[config.mk]
export PLATFORM = sky130hd
export DESIGN_NAME = axi_rr_arbiter_flat
export DESIGN_NICKNAME = d
export VERILOG_FILES = /design/src/rtl/axi_rr_arbiter_if.sv /design/src/rtl/axi_rr_arbiter.sv /design/src/flat_wrapper.sv
export SDC_FILE = /design/constraint.sdc
export NUM_CORES = 1
export LEC_CHECK = 0
export ABC_AREA = 1
export CELL_PAD_IN_SITES_DETAIL_PLACEMENT = 1
export CELL_PAD_IN_SITES_GLOBAL_PLACEMENT = 2
export CORE_AREA = 2 2 185 187
export DETAILED_ROUTE_END_ITERATION = 10
export DIE_AREA = 0 0 187 189
export MAX_ROUTING_LAYER = met4
export PLACE_DENSITY_LB_ADDON = 0.2
export SLEW_MARGIN = 20
export SYNTH_ARGS = -nofsm -noshare
export SYNTH_HDL_FRONTEND = slang
export SYNTH_SLANG_ARGS = --single-unit
[constraint.sdc]
create_clock -name clock -period 1.54 [get_ports clock]
set_input_delay 0.308 -clock clock [delete_from_list [all_inputs] [get_ports clock]]
set_output_delay 0.308 -clock clock [all_outputs]
set_load 0.005 [all_outputs]
[src/rtl/axi_rr_arbiter_if.sv]
// rtl/axi_rr_arbiter_if.sv - requester-side and downstream AXI signal bundle for axi_rr_arbiter
// Modport master is the arbiter's view (it drives the downstream port); slave is the environment's.
interface axi_rr_arbiter_if #(
  parameter int NUM_MASTERS = 2,
  parameter int ADDR_LEN    = 32,
  parameter int DATA_LEN    = 32
);
  localparam int N  = NUM_MASTERS;
  localparam int SW = DATA_LEN / 8;

  logic [N-1:0]          m_ar_valid;
  logic [N-1:0]          m_ar_ready;
  logic [N*ADDR_LEN-1:0] m_ar_addr;
  logic [N*8-1:0]        m_ar_len;
  logic [N*3-1:0]        m_ar_size;
  logic [N-1:0]          m_r_valid;
  logic [N-1:0]          m_r_ready;
  logic [DATA_LEN-1:0]   m_r_data;
  logic [1:0]            m_r_resp;
  logic                  m_r_last;
  logic [N-1:0]          m_aw_valid;
  logic [N-1:0]          m_aw_ready;
  logic [N*ADDR_LEN-1:0] m_aw_addr;
  logic [N*3-1:0]        m_aw_size;
  logic [N-1:0]          m_w_valid;
  logic [N-1:0]          m_w_ready;
  logic [N*DATA_LEN-1:0] m_w_data;
  logic [N*SW-1:0]       m_w_strb;
  logic [N-1:0]          m_b_valid;
  logic [N-1:0]          m_b_ready;
  logic [1:0]            m_b_resp;

  logic                  s_ar_valid;
  logic                  s_ar_ready;
  logic [ADDR_LEN-1:0]   s_ar_addr;
  logic [3:0]            s_ar_id;
  logic [7:0]            s_ar_len;
  logic [2:0]            s_ar_size;
  logic [1:0]            s_ar_burst;
  logic                  s_r_valid;
  logic                  s_r_ready;
  logic [DATA_LEN-1:0]   s_r_data;
  logic [1:0]            s_r_resp;
  logic                  s_r_last;
  logic [3:0]            s_r_id;
  logic                  s_aw_valid;
  logic                  s_aw_ready;
  logic [ADDR_LEN-1:0]   s_aw_addr;
  logic [3:0]            s_aw_id;
  logic [7:0]            s_aw_len;
  logic [2:0]            s_aw_size;
  logic [1:0]            s_aw_burst;
  logic                  s_w_valid;
  logic                  s_w_ready;
  logic [DATA_LEN-1:0]   s_w_data;
  logic [SW-1:0]         s_w_strb;
  logic                  s_w_last;
  logic                  s_b_valid;
  logic                  s_b_ready;
  logic [1:0]            s_b_resp;
  logic [3:0]            s_b_id;

  modport master (
    input  m_ar_valid, m_ar_addr, m_ar_len, m_ar_size, m_r_ready,
    input  m_aw_valid, m_aw_addr, m_aw_size, m_w_valid, m_w_data, m_w_strb, m_b_ready,
    output m_ar_ready, m_r_valid, m_r_data, m_r_resp, m_r_last,
    output m_aw_ready, m_w_ready, m_b_valid, m_b_resp,
    output s_ar_valid, s_ar_addr, s_ar_id, s_ar_len, s_ar_size, s_ar_burst, s_r_ready,
    output s_aw_valid, s_aw_addr, s_aw_id, s_aw_len, s_aw_size, s_aw_burst,
    output s_w_valid, s_w_data, s_w_strb, s_w_last, s_b_ready,
    input  s_ar_ready, s_r_valid, s_r_data, s_r_resp, s_r_last, s_r_id,
    input  s_aw_ready, s_w_ready, s_b_valid, s_b_resp, s_b_id
  );

  modport slave (
    output m_ar_valid, m_ar_addr, m_ar_len, m_ar_size, m_r_ready,
    output m_aw_valid, m_aw_addr, m_aw_size, m_w_valid, m_w_data, m_w_strb, m_b_ready,
    input  m_ar_ready, m_r_valid, m_r_data, m_r_resp, m_r_last,
    input  m_aw_ready, m_w_ready, m_b_valid, m_b_resp,
    input  s_ar_valid, s_ar_addr, s_ar_id, s_ar_len, s_ar_size, s_ar_burst, s_r_ready,
    input  s_aw_valid, s_aw_addr, s_aw_id, s_aw_len, s_aw_size, s_aw_burst,
    input  s_w_valid, s_w_data, s_w_strb, s_w_last, s_b_ready,
    output s_ar_ready, s_r_valid, s_r_data, s_r_resp, s_r_last, s_r_id,
    output s_aw_ready, s_w_ready, s_b_valid, s_b_resp, s_b_id
  );
endinterface

[src/rtl/axi_rr_arbiter.sv]
// rtl/axi_rr_arbiter.sv - N-master AXI4 arbiter, one read burst or single-beat write per grant
// AXI_ARB_RR_EN selects round-robin; undefined gives fixed priority (highest index wins).
module axi_rr_arbiter #(
  parameter int NUM_MASTERS = 2,
  parameter int ADDR_LEN    = 32,
  parameter int DATA_LEN    = 32
) (
  input  logic             clock,
  input  logic             reset,
  axi_rr_arbiter_if.master bus,
  output logic             id_err_o
);
  localparam int IW = (NUM_MASTERS > 1) ? $clog2(NUM_MASTERS) : 1;
  localparam int SW = DATA_LEN / 8;
  localparam logic [1:0] BURST_FIXED = 2'b00;
  localparam logic [1:0] BURST_INCR  = 2'b01;

  typedef enum logic [1:0] {IDLE, BUSY_RD, BUSY_WR} state_t;

  state_t              state, state_nxt;
  logic [IW-1:0]       gnt, gnt_nxt;
  logic                ar_done, ar_done_nxt;
  logic                aw_done, aw_done_nxt;
  logic                w_done, w_done_nxt;
  logic                id_err_nxt;
  logic [3:0]          gnt_id;
  logic [NUM_MASTERS-1:0] wr_req, rd_req, req;
  logic [IW-1:0]       win;
  logic                win_found;
  logic                r_hs, b_hs;
`ifdef AXI_ARB_RR_EN
  logic [IW-1:0]       last_gnt, last_gnt_nxt;
`endif

  logic [ADDR_LEN-1:0] ar_addr_a [NUM_MASTERS];
  logic [7:0]          ar_len_a  [NUM_MASTERS];
  logic [2:0]          ar_size_a [NUM_MASTERS];
  logic [ADDR_LEN-1:0] aw_addr_a [NUM_MASTERS];
  logic [2:0]          aw_size_a [NUM_MASTERS];
  logic [DATA_LEN-1:0] w_data_a  [NUM_MASTERS];
  logic [SW-1:0]       w_strb_a  [NUM_MASTERS];

  for (genvar i = 0; i < NUM_MASTERS; i++) begin : g_unpack
    assign ar_addr_a[i] = bus.m_ar_addr[i*ADDR_LEN +: ADDR_LEN];
    assign ar_len_a[i]  = bus.m_ar_len[i*8 +: 8];
    assign ar_size_a[i] = bus.m_ar_size[i*3 +: 3];
    assign aw_addr_a[i] = bus.m_aw_addr[i*ADDR_LEN +: ADDR_LEN];
    assign aw_size_a[i] = bus.m_aw_size[i*3 +: 3];
    assign w_data_a[i]  = bus.m_w_data[i*DATA_LEN +: DATA_LEN];
    assign w_strb_a[i]  = bus.m_w_strb[i*SW +: SW];
  end

  // A write request needs both AW and W presented; it outranks a read from the same master.
  assign wr_req = bus.m_aw_valid & bus.m_w_valid;
  assign rd_req = bus.m_ar_valid;
  assign req    = wr_req | rd_req;
  assign gnt_id = 4'(gnt);
  assign r_hs   = bus.s_r_valid & bus.s_r_ready;
  assign b_hs   = bus.s_b_valid & bus.s_b_ready;

  always_comb begin
    win       = '0;
    win_found = 1'b0;
`ifdef AXI_ARB_RR_EN
    for (int k = 1; k <= NUM_MASTERS; k++) begin
      if (!win_found && req[IW'((int'(last_gnt) + k) % NUM_MASTERS)]) begin
        win       = IW'((int'(last_gnt) + k) % NUM_MASTERS);
        win_found = 1'b1;
      end
    end
`else
    for (int i = 0; i < NUM_MASTERS; i++) begin
      if (req[IW'(i)]) begin
        win       = IW'(i);
        win_found = 1'b1;
      end
    end
`endif
  end

  always_ff @(posedge clock or posedge reset) begin
    if (reset) begin
      state    <= IDLE;
      gnt      <= '0;
      ar_done  <= 1'b0;
      aw_done  <= 1'b0;
      w_done   <= 1'b0;
      id_err_o <= 1'b0;
`ifdef AXI_ARB_RR_EN
      last_gnt <= IW'(NUM_MASTERS - 1);
`endif
    end else begin
      state    <= state_nxt;
      gnt      <= gnt_nxt;
      ar_done  <= ar_done_nxt;
      aw_done  <= aw_done_nxt;
      w_done   <= w_done_nxt;
      id_err_o <= id_err_nxt;
`ifdef AXI_ARB_RR_EN
      last_gnt <= last_gnt_nxt;
`endif
    end
  end

  always_comb begin
    state_nxt   = state;
    gnt_nxt     = gnt;
    ar_done_nxt = ar_done | (bus.s_ar_valid & bus.s_ar_ready);
    aw_done_nxt = aw_done | (bus.s_aw_valid & bus.s_aw_ready);
    w_done_nxt  = w_done  | (bus.s_w_valid & bus.s_w_ready);
    id_err_nxt  = id_err_o;
`ifdef AXI_ARB_RR_EN
    last_gnt_nxt = last_gnt;
`endif
    if (r_hs && (bus.s_r_id != gnt_id)) id_err_nxt = 1'b1;
    if (b_hs && (bus.s_b_id != gnt_id)) id_err_nxt = 1'b1;
    case (state)
      IDLE: begin
        if (win_found) begin
          gnt_nxt   = win;
          state_nxt = wr_req[win] ? BUSY_WR : BUSY_RD;
`ifdef AXI_ARB_RR_EN
          last_gnt_nxt = win;
`endif
        end
      end
      BUSY_RD: if (r_hs && bus.s_r_last) state_nxt = IDLE;
      BUSY_WR: if (b_hs) state_nxt = IDLE;
      default: state_nxt = IDLE;
    endcase
    if (state_nxt == IDLE) begin
      ar_done_nxt = 1'b0;
      aw_done_nxt = 1'b0;
      w_done_nxt  = 1'b0;
    end
  end

  always_comb begin
    bus.m_ar_ready = '0;
    bus.m_r_valid  = '0;
    bus.m_r_data   = '0;
    bus.m_r_resp   = '0;
    bus.m_r_last   = 1'b0;
    bus.m_aw_ready = '0;
    bus.m_w_ready  = '0;
    bus.m_b_valid  = '0;
    bus.m_b_resp   = '0;
    bus.s_ar_valid = 1'b0;
    bus.s_ar_addr  = '0;
    bus.s_ar_id    = '0;
    bus.s_ar_len   = '0;
    bus.s_ar_size  = '0;
    bus.s_ar_burst = '0;
    bus.s_r_ready  = 1'b0;
    bus.s_aw_valid = 1'b0;
    bus.s_aw_addr  = '0;
    bus.s_aw_id    = '0;
    bus.s_aw_len   = '0;
    bus.s_aw_size  = '0;
    bus.s_aw_burst = '0;
    bus.s_w_valid  = 1'b0;
    bus.s_w_data   = '0;
    bus.s_w_strb   = '0;
    bus.s_w_last   = 1'b0;
    bus.s_b_ready  = 1'b0;
    case (state)
      BUSY_RD: begin
        if (!ar_done) begin
          bus.s_ar_valid      = bus.m_ar_valid[gnt];
          bus.s_ar_addr       = ar_addr_a[gnt];
          bus.s_ar_id         = gnt_id;
          bus.s_ar_len        = ar_len_a[gnt];
          bus.s_ar_size       = ar_size_a[gnt];
          bus.s_ar_burst      = BURST_INCR;
          bus.m_ar_ready[gnt] = bus.s_ar_ready;
        end
        // Responses are routed even before AR completes; the slave may answer early.
        bus.m_r_valid[gnt] = bus.s_r_valid;
        bus.s_r_ready      = bus.m_r_ready[gnt];
        bus.m_r_data       = bus.s_r_data;
        bus.m_r_resp       = bus.s_r_resp;
        bus.m_r_last       = bus.s_r_last;
      end
      BUSY_WR: begin
        if (!aw_done) begin
          bus.s_aw_valid      = bus.m_aw_valid[gnt];
          bus.s_aw_addr       = aw_addr_a[gnt];
          bus.s_aw_id         = gnt_id;
          bus.s_aw_size       = aw_size_a[gnt];
          bus.s_aw_burst      = BURST_FIXED;
          bus.m_aw_ready[gnt] = bus.s_aw_ready;
        end
        if (!w_done) begin
          bus.s_w_valid      = bus.m_w_valid[gnt];
          bus.s_w_data       = w_data_a[gnt];
          bus.s_w_strb       = w_strb_a[gnt];
          bus.s_w_last       = 1'b1;
          bus.m_w_ready[gnt] = bus.s_w_ready;
        end
        bus.m_b_valid[gnt] = bus.s_b_valid;
        bus.s_b_ready      = bus.m_b_ready[gnt];
        bus.m_b_resp       = bus.s_b_resp;
      end
      default: ;
    endcase
  end
endmodule

[src/flat_wrapper.sv]
// flat-port wrapper written by rule: the top's interface ports become plain ports
module axi_rr_arbiter_flat 
#(
  parameter int NUM_MASTERS = 2,
  parameter int ADDR_LEN    = 32,
  parameter int DATA_LEN    = 32
)
  (clock, reset, id_err_o, bus_m_ar_valid, bus_m_ar_addr, bus_m_ar_len, bus_m_ar_size, bus_m_r_ready, bus_m_aw_valid, bus_m_aw_addr, bus_m_aw_size, bus_m_w_valid, bus_m_w_data, bus_m_w_strb, bus_m_b_ready, bus_m_ar_ready, bus_m_r_valid, bus_m_r_data, bus_m_r_resp, bus_m_r_last, bus_m_aw_ready, bus_m_w_ready, bus_m_b_valid, bus_m_b_resp, bus_s_ar_valid, bus_s_ar_addr, bus_s_ar_id, bus_s_ar_len, bus_s_ar_size, bus_s_ar_burst, bus_s_r_ready, bus_s_aw_valid, bus_s_aw_addr, bus_s_aw_id, bus_s_aw_len, bus_s_aw_size, bus_s_aw_burst, bus_s_w_valid, bus_s_w_data, bus_s_w_strb, bus_s_w_last, bus_s_b_ready, bus_s_ar_ready, bus_s_r_valid, bus_s_r_data, bus_s_r_resp, bus_s_r_last, bus_s_r_id, bus_s_aw_ready, bus_s_w_ready, bus_s_b_valid, bus_s_b_resp, bus_s_b_id);
  axi_rr_arbiter_if #(.NUM_MASTERS(NUM_MASTERS), .ADDR_LEN(ADDR_LEN), .DATA_LEN(DATA_LEN)) bus_i ();
  input  logic clock;
  input  logic reset;
  output logic id_err_o;
  input wire logic [$bits(bus_i.m_ar_valid)-1:0] bus_m_ar_valid;
  input wire logic [$bits(bus_i.m_ar_addr)-1:0] bus_m_ar_addr;
  input wire logic [$bits(bus_i.m_ar_len)-1:0] bus_m_ar_len;
  input wire logic [$bits(bus_i.m_ar_size)-1:0] bus_m_ar_size;
  input wire logic [$bits(bus_i.m_r_ready)-1:0] bus_m_r_ready;
  input wire logic [$bits(bus_i.m_aw_valid)-1:0] bus_m_aw_valid;
  input wire logic [$bits(bus_i.m_aw_addr)-1:0] bus_m_aw_addr;
  input wire logic [$bits(bus_i.m_aw_size)-1:0] bus_m_aw_size;
  input wire logic [$bits(bus_i.m_w_valid)-1:0] bus_m_w_valid;
  input wire logic [$bits(bus_i.m_w_data)-1:0] bus_m_w_data;
  input wire logic [$bits(bus_i.m_w_strb)-1:0] bus_m_w_strb;
  input wire logic [$bits(bus_i.m_b_ready)-1:0] bus_m_b_ready;
  output wire logic [$bits(bus_i.m_ar_ready)-1:0] bus_m_ar_ready;
  output wire logic [$bits(bus_i.m_r_valid)-1:0] bus_m_r_valid;
  output wire logic [$bits(bus_i.m_r_data)-1:0] bus_m_r_data;
  output wire logic [$bits(bus_i.m_r_resp)-1:0] bus_m_r_resp;
  output wire logic [$bits(bus_i.m_r_last)-1:0] bus_m_r_last;
  output wire logic [$bits(bus_i.m_aw_ready)-1:0] bus_m_aw_ready;
  output wire logic [$bits(bus_i.m_w_ready)-1:0] bus_m_w_ready;
  output wire logic [$bits(bus_i.m_b_valid)-1:0] bus_m_b_valid;
  output wire logic [$bits(bus_i.m_b_resp)-1:0] bus_m_b_resp;
  output wire logic [$bits(bus_i.s_ar_valid)-1:0] bus_s_ar_valid;
  output wire logic [$bits(bus_i.s_ar_addr)-1:0] bus_s_ar_addr;
  output wire logic [$bits(bus_i.s_ar_id)-1:0] bus_s_ar_id;
  output wire logic [$bits(bus_i.s_ar_len)-1:0] bus_s_ar_len;
  output wire logic [$bits(bus_i.s_ar_size)-1:0] bus_s_ar_size;
  output wire logic [$bits(bus_i.s_ar_burst)-1:0] bus_s_ar_burst;
  output wire logic [$bits(bus_i.s_r_ready)-1:0] bus_s_r_ready;
  output wire logic [$bits(bus_i.s_aw_valid)-1:0] bus_s_aw_valid;
  output wire logic [$bits(bus_i.s_aw_addr)-1:0] bus_s_aw_addr;
  output wire logic [$bits(bus_i.s_aw_id)-1:0] bus_s_aw_id;
  output wire logic [$bits(bus_i.s_aw_len)-1:0] bus_s_aw_len;
  output wire logic [$bits(bus_i.s_aw_size)-1:0] bus_s_aw_size;
  output wire logic [$bits(bus_i.s_aw_burst)-1:0] bus_s_aw_burst;
  output wire logic [$bits(bus_i.s_w_valid)-1:0] bus_s_w_valid;
  output wire logic [$bits(bus_i.s_w_data)-1:0] bus_s_w_data;
  output wire logic [$bits(bus_i.s_w_strb)-1:0] bus_s_w_strb;
  output wire logic [$bits(bus_i.s_w_last)-1:0] bus_s_w_last;
  output wire logic [$bits(bus_i.s_b_ready)-1:0] bus_s_b_ready;
  input wire logic [$bits(bus_i.s_ar_ready)-1:0] bus_s_ar_ready;
  input wire logic [$bits(bus_i.s_r_valid)-1:0] bus_s_r_valid;
  input wire logic [$bits(bus_i.s_r_data)-1:0] bus_s_r_data;
  input wire logic [$bits(bus_i.s_r_resp)-1:0] bus_s_r_resp;
  input wire logic [$bits(bus_i.s_r_last)-1:0] bus_s_r_last;
  input wire logic [$bits(bus_i.s_r_id)-1:0] bus_s_r_id;
  input wire logic [$bits(bus_i.s_aw_ready)-1:0] bus_s_aw_ready;
  input wire logic [$bits(bus_i.s_w_ready)-1:0] bus_s_w_ready;
  input wire logic [$bits(bus_i.s_b_valid)-1:0] bus_s_b_valid;
  input wire logic [$bits(bus_i.s_b_resp)-1:0] bus_s_b_resp;
  input wire logic [$bits(bus_i.s_b_id)-1:0] bus_s_b_id;
  assign bus_i.m_ar_valid = bus_m_ar_valid;
  assign bus_i.m_ar_addr = bus_m_ar_addr;
  assign bus_i.m_ar_len = bus_m_ar_len;
  assign bus_i.m_ar_size = bus_m_ar_size;
  assign bus_i.m_r_ready = bus_m_r_ready;
  assign bus_i.m_aw_valid = bus_m_aw_valid;
  assign bus_i.m_aw_addr = bus_m_aw_addr;
  assign bus_i.m_aw_size = bus_m_aw_size;
  assign bus_i.m_w_valid = bus_m_w_valid;
  assign bus_i.m_w_data = bus_m_w_data;
  assign bus_i.m_w_strb = bus_m_w_strb;
  assign bus_i.m_b_ready = bus_m_b_ready;
  assign bus_m_ar_ready = bus_i.m_ar_ready;
  assign bus_m_r_valid = bus_i.m_r_valid;
  assign bus_m_r_data = bus_i.m_r_data;
  assign bus_m_r_resp = bus_i.m_r_resp;
  assign bus_m_r_last = bus_i.m_r_last;
  assign bus_m_aw_ready = bus_i.m_aw_ready;
  assign bus_m_w_ready = bus_i.m_w_ready;
  assign bus_m_b_valid = bus_i.m_b_valid;
  assign bus_m_b_resp = bus_i.m_b_resp;
  assign bus_s_ar_valid = bus_i.s_ar_valid;
  assign bus_s_ar_addr = bus_i.s_ar_addr;
  assign bus_s_ar_id = bus_i.s_ar_id;
  assign bus_s_ar_len = bus_i.s_ar_len;
  assign bus_s_ar_size = bus_i.s_ar_size;
  assign bus_s_ar_burst = bus_i.s_ar_burst;
  assign bus_s_r_ready = bus_i.s_r_ready;
  assign bus_s_aw_valid = bus_i.s_aw_valid;
  assign bus_s_aw_addr = bus_i.s_aw_addr;
  assign bus_s_aw_id = bus_i.s_aw_id;
  assign bus_s_aw_len = bus_i.s_aw_len;
  assign bus_s_aw_size = bus_i.s_aw_size;
  assign bus_s_aw_burst = bus_i.s_aw_burst;
  assign bus_s_w_valid = bus_i.s_w_valid;
  assign bus_s_w_data = bus_i.s_w_data;
  assign bus_s_w_strb = bus_i.s_w_strb;
  assign bus_s_w_last = bus_i.s_w_last;
  assign bus_s_b_ready = bus_i.s_b_ready;
  assign bus_i.s_ar_ready = bus_s_ar_ready;
  assign bus_i.s_r_valid = bus_s_r_valid;
  assign bus_i.s_r_data = bus_s_r_data;
  assign bus_i.s_r_resp = bus_s_r_resp;
  assign bus_i.s_r_last = bus_s_r_last;
  assign bus_i.s_r_id = bus_s_r_id;
  assign bus_i.s_aw_ready = bus_s_aw_ready;
  assign bus_i.s_w_ready = bus_s_w_ready;
  assign bus_i.s_b_valid = bus_s_b_valid;
  assign bus_i.s_b_resp = bus_s_b_resp;
  assign bus_i.s_b_id = bus_s_b_id;
  axi_rr_arbiter #(.NUM_MASTERS(NUM_MASTERS), .ADDR_LEN(ADDR_LEN), .DATA_LEN(DATA_LEN)) u_core (.clock(clock), .reset(reset), .bus(bus_i), .id_err_o(id_err_o));
endmodule
======== Word level (Yosys, flattened, before mapping) ========
Index checks and enable logic that the tools add are counted.
W data, S select, Z words.
operators by class
  bitwise logic cells ..................... 10
  multiplexer cells ....................... 48
  reduce and logical (&&, ||, !) cells .... 8
  equality and inequality tests ........... 2
operator list
  operator              number
  $mux W32              7
  $mux W1               23
  $mux W2               9
  $mux W8               2
  $mux W3               4
  $mux W4               2
  $reduce_bool A4 Y1    2
  $and A1 B1 Y1         6
  $pmux W2 S3           1
  $logic_not A2 Y1      2
  $or A1 B1 Y1          4
  $logic_and A1 B1 Y1   3
  $eq A2 B1 Y1 const B  1
  $eq A2 B2 Y1 const B  1
  $reduce_bool A2 Y1    1
storage, ports and cells
  input port bits ......................... 290
  output and inout port bits .............. 188
  logic and storage cells ................. 73
  register bits ........................... 6

======== Logic depth before layout (Yosys ltp) ========
Gate-level depths: netlist of run 1.
  depth in word-level cells ............... 8
  mapped depth ............................ 7
  gate-level depth less buffers ........... 7

======== Worst setup path after synthesis of run 1 ========
No wires, ideal clock.
  path type ............................... reg2out
  start point ............................. reg u_core.w_done
  end point ............................... out bus_s_w_data[24]
  arrival ................................. 0.922 ns
  stages on the path, launching flop included .. 6
  slack ................................... 0.310 ns
  buffers on the path ..................... 2
  data required time ...................... 1.232 ns
  cells stage by stage .................... dfrtp_1 -> inv_1 -> buf_4 -> buf_2 -> nand2_1 -> nor2_1
on the way
  cells in the longest elaborated chain, start to end .. 2
ends and longest elaborated chain
  element                 line                   RTL
  start, declared         axi_rr_arbiter.sv:24   logic w_done, w_done_nxt;
  start signal, assigned  axi_rr_arbiter.sv:97   w_done <= w_done_nxt;
  $mux W32                axi_rr_arbiter.sv:193  if (!w_done) begin
  $mux W32                axi_rr_arbiter.sv:166  case (state)
  end, declared           flat_wrapper.sv:48     output wire logic [$bits(bus_i.s_w_data)-1:0] bus_s_w_data;
Every way passes these cells.

======== Worst setup path in the final report of run 1 ========
  start point ............................. reg u_core.state[0]
  end point ............................... out bus_s_w_data[24]
on the way
  cells in the longest elaborated chain, start to end .. 2
ends and longest elaborated chain
  element                 line                   RTL
  start, declared         axi_rr_arbiter.sv:20   state_t state, state_nxt;
  start signal, assigned  axi_rr_arbiter.sv:93   state <= state_nxt;
  $eq A2 B2 Y1            axi_rr_arbiter.sv:166
  $mux W32                axi_rr_arbiter.sv:166
Every way passes these cells.

==> results of run 1 <==
power groups by stage:
stage               logic, W  registers, W  clock network [W]
detailed placement  0.000598      0.000168                  0
global placement    0.000592      0.000167                  0
CTS                 0.000604      0.000166           0.000444
global route        0.000745      0.000167           0.000447
finish              0.000689      0.000165           0.000431
floorplan           0.000161      0.000168                  0
worst min-delay path by stage:
stage | from | to | slack, ps
3_3_place_gp | u_core.id_err_o$_DFFE_PP0P_ | u_core.id_err_o$_DFFE_PP0P_ | 460
5_1_grt | reset | u_core.w_done$_DFF_PP0_ | 380
3_5_place_dp | u_core.id_err_o$_DFFE_PP0P_ | u_core.id_err_o$_DFFE_PP0P_ | 470
4_1_cts | reset | u_core.aw_done$_DFF_PP0_ | 330
6_report | reset | u_core.w_done$_DFF_PP0_ | 320
2_1_floorplan | reset | u_core.ar_done$_DFF_PP0_ | 100
kinds of logic (layout without fill, tap and decap cells):
group                  after synthesis  count (layout)  share of synthesized area, %
AO/OA/AOI/OAI                        2               2                         0.905
buffers and inverters              107             492                          31.4
flip-flops                           6               6                          7.76
other                                1              24                         0.194
AND/OR/NAND/NOR                    304             304                          59.8
what timing repair did:
action                                  4_1_cts  5_1_grt
endpoints found under the setup margin      163      164
pin swaps                                    20       55
buffers inserted                              9       36
gates cloned                                  2       10
gates resized for setup                     354      585
hold buffers                                  0        0
critical path: cells and delay by family (launching register included):
kind	cells	cell delay, ps
simple gates	2	170
flops	1	400
buf+inv	5	660
cell type report:
cell class | instances | share of cell area (%)
clock buffer | 3 | 1.03
inverter | 54 | 2.79
multi-input combinational | 330 | 28.7
timing repair buffer | 435 | 57.7
sequential | 6 | 2.06
tap | 448 | 7.70
flip-flops by register name, indices dropped and copies added, names as in the netlist:
| signal | cells |
|---|---|
| u_core.ar_done | 1 |
| u_core.aw_done | 1 |
| u_core.id_err_o | 1 |
| u_core.state | 2 |
| u_core.w_done | 1 |
cell usage in the layout (no fill, tap or decap), types with 15 or more instances in the layout:
cell / instances
buf_12: 22
buf_2: 105
buf_4: 29
buf_6: 66
clkbuf_2: 15
clkdlybuf4s50_1: 171
conb_1: 24
inv_1: 50
nand2_1: 99
nand2_2: 15
nor2_1: 42
nor2_2: 57
nor2_4: 72
stage by stage:
step | area [um^2] | utilization [%] | hold WS (ps)
after global placement | 6030 | 18.1 | 460
final | 7280 | 21.9 | 323
after CTS | 6070 | 18.2 | 335
after detailed placement | 6030 | 18.1 | 469
after floorplan | 2020 | - | 99.0
after global routing | 7280 | 21.9 | 382
routing by layer:
layer  share of wire (%)  routed length, um  vias to the layer above  track usage (%)
met5                   0                  0                        -                -
met3                 8.4               1370                        2             2.19
met4                0.34                 55                        0            0.733
li1                    -                  -                     1967                -
met2                  51               8310                      219             14.7
met1                  40               6610                     1742             8.92
==> impl_metrics.toml, run 1 <==
[place]
dp_hpwl_um = 12200
pre_cts_ws_ps = -320
dp_cells = 1219
gp_congestion = 0.716
place.port_buffers = 334

[final_layout]
regArea_um2 = 150
diodes = 0
instances_no_fill = 1276
drive_gt1_share_pct = 50.7
nets = 1120
syn2layout_area_growth_pct = 276
multi_input_area_um2 = 2090
num-fill-cells = 4031

[synthesis]
synth_top_area_share_pct = 33.0
syn_area_um2 = 1940
synth-async-reset-ratio_pct = 100
syn_avg_cell_area_um2 = 4.61
synth_area_leaders = "nor2_1 33%, nand2_1 24%, inv_1 10%"
ys.flop_type = "dfrtp_1"
ys_types = 17
syn_inst = 420
yosysMostFrequentCell = "nor2_1"
seq_area_frac_synth_pct = 7.76
synth_top_cells_by_count = "170 x nor2_1, 125 x nand2_1, 53 x inv_1"
ys_ff_latch = 6
synth.largest_area_cell = "nor2_1"
synth_edf_count = 0
ys_warn_count = 0

[clock_tree]
cts-buffers-inserted = 3
clk_pin_slew_worst_paths_ps = 40
insertion_delay_ps = 230
cts_tree = "done"
cts-root-buf = "clkbuf_16"
ctsLongestPathBuffers = 2
cts_sinks = 6
htreeDepth = 1

[die]
dieArea_um2 = 35300
initial_core_util_pct = 5.82
num_rows = 67
die_x_um = 187
core-area_um2 = 33300
die_h_um = 189
io_pins = 478

[sta]
setup_viol = 160
slew_viol_final = 0
finalHoldViolations = 0
fin_ws_ps = -240
fin_tns_setup_ps = -19900
rsz0062_at_grt = "yes"
period_needed_ps = 1780
clock_skew_ps = 8.42
fin_crit_sh_pct = 116
max_freq_ghz = 0.562

[outcome]
status = "complete, but fails checks"
failed_checks = "negative setup slack"

[route]
avgRoutedWirePerCell_um = 12.8
routed_wl_um = 16300
via_per_inst = 3.08
drtPass1Iterations = 4
ant_nets = 0
drtIter0Drc = 43
via_count = 3930
drcViolationCount = 0

[global_routing]
grt_usage_pct = 7.98
grt_max_degree = 33
grt_pass1_wl_um = 21800
grt_pass1_vias = 3763
antenna_found_initial = 0
overflow = 0

[critical_path]
rr_worst_depth = 12
cp.arrival_ps = 1470
worstSetupPathType = "reg -> out"
crit_path_max_incr_delay_ps = 400
critPathRequiredTime_ps = 1230
critPathCaptureType = "output port"
timing.rr.end = "u_core.aw_done$_DFF_PP0_"
critPathMaxFanout = 5
r2r_slack_ps = -30
start_kind = "register"
path_common_cell = "buf_12"
cp_slowest_cell = "dfrtp_1"
r2r-start = "u_core.state[1]$_DFF_PP0_"
worstSetupEndpoint = "bus_s_w_data[24]"
path_cells = "inv_2, nand2_8, buf_12, buf_12, clkbuf_16, nor2_1, buf_2"
cp-startpoint = "u_core.state[0]$_DFF_PP0_"

[power]
power_frac_seq_pct = 12.9
pwr-share-comb_pct = 53.6
power_w = 0.00129
pwr-share-clk_pct = 33.6
p_int_w = 0.000960
switching_power_w = 0.000325
ir_drop_uv = 308
leakagePower_nw = 3.82
swShare_pct = 25.3
power_density_nw_per_um2 = 177

[hold_path]
hp-class = "in -> async"

[run]
drv_cap = 0
Note: power is estimated with default switching activity, not from simulation.
==> inputs of run 2 (changes only) <==
Settings changed: CTS_CLUSTER_SIZE from default to 8, GPL_ROUTABILITY_DRIVEN from default to 0.
==> results of run 2 <==
No change in the layout: final DEF, timing and power equal those of run 1.
==> inputs of run 3 (changes only) <==
Settings changed: CTS_CLUSTER_SIZE 8 to 10.
==> results of run 3 <==
No change in the layout: final DEF, timing and power equal those of run 1.
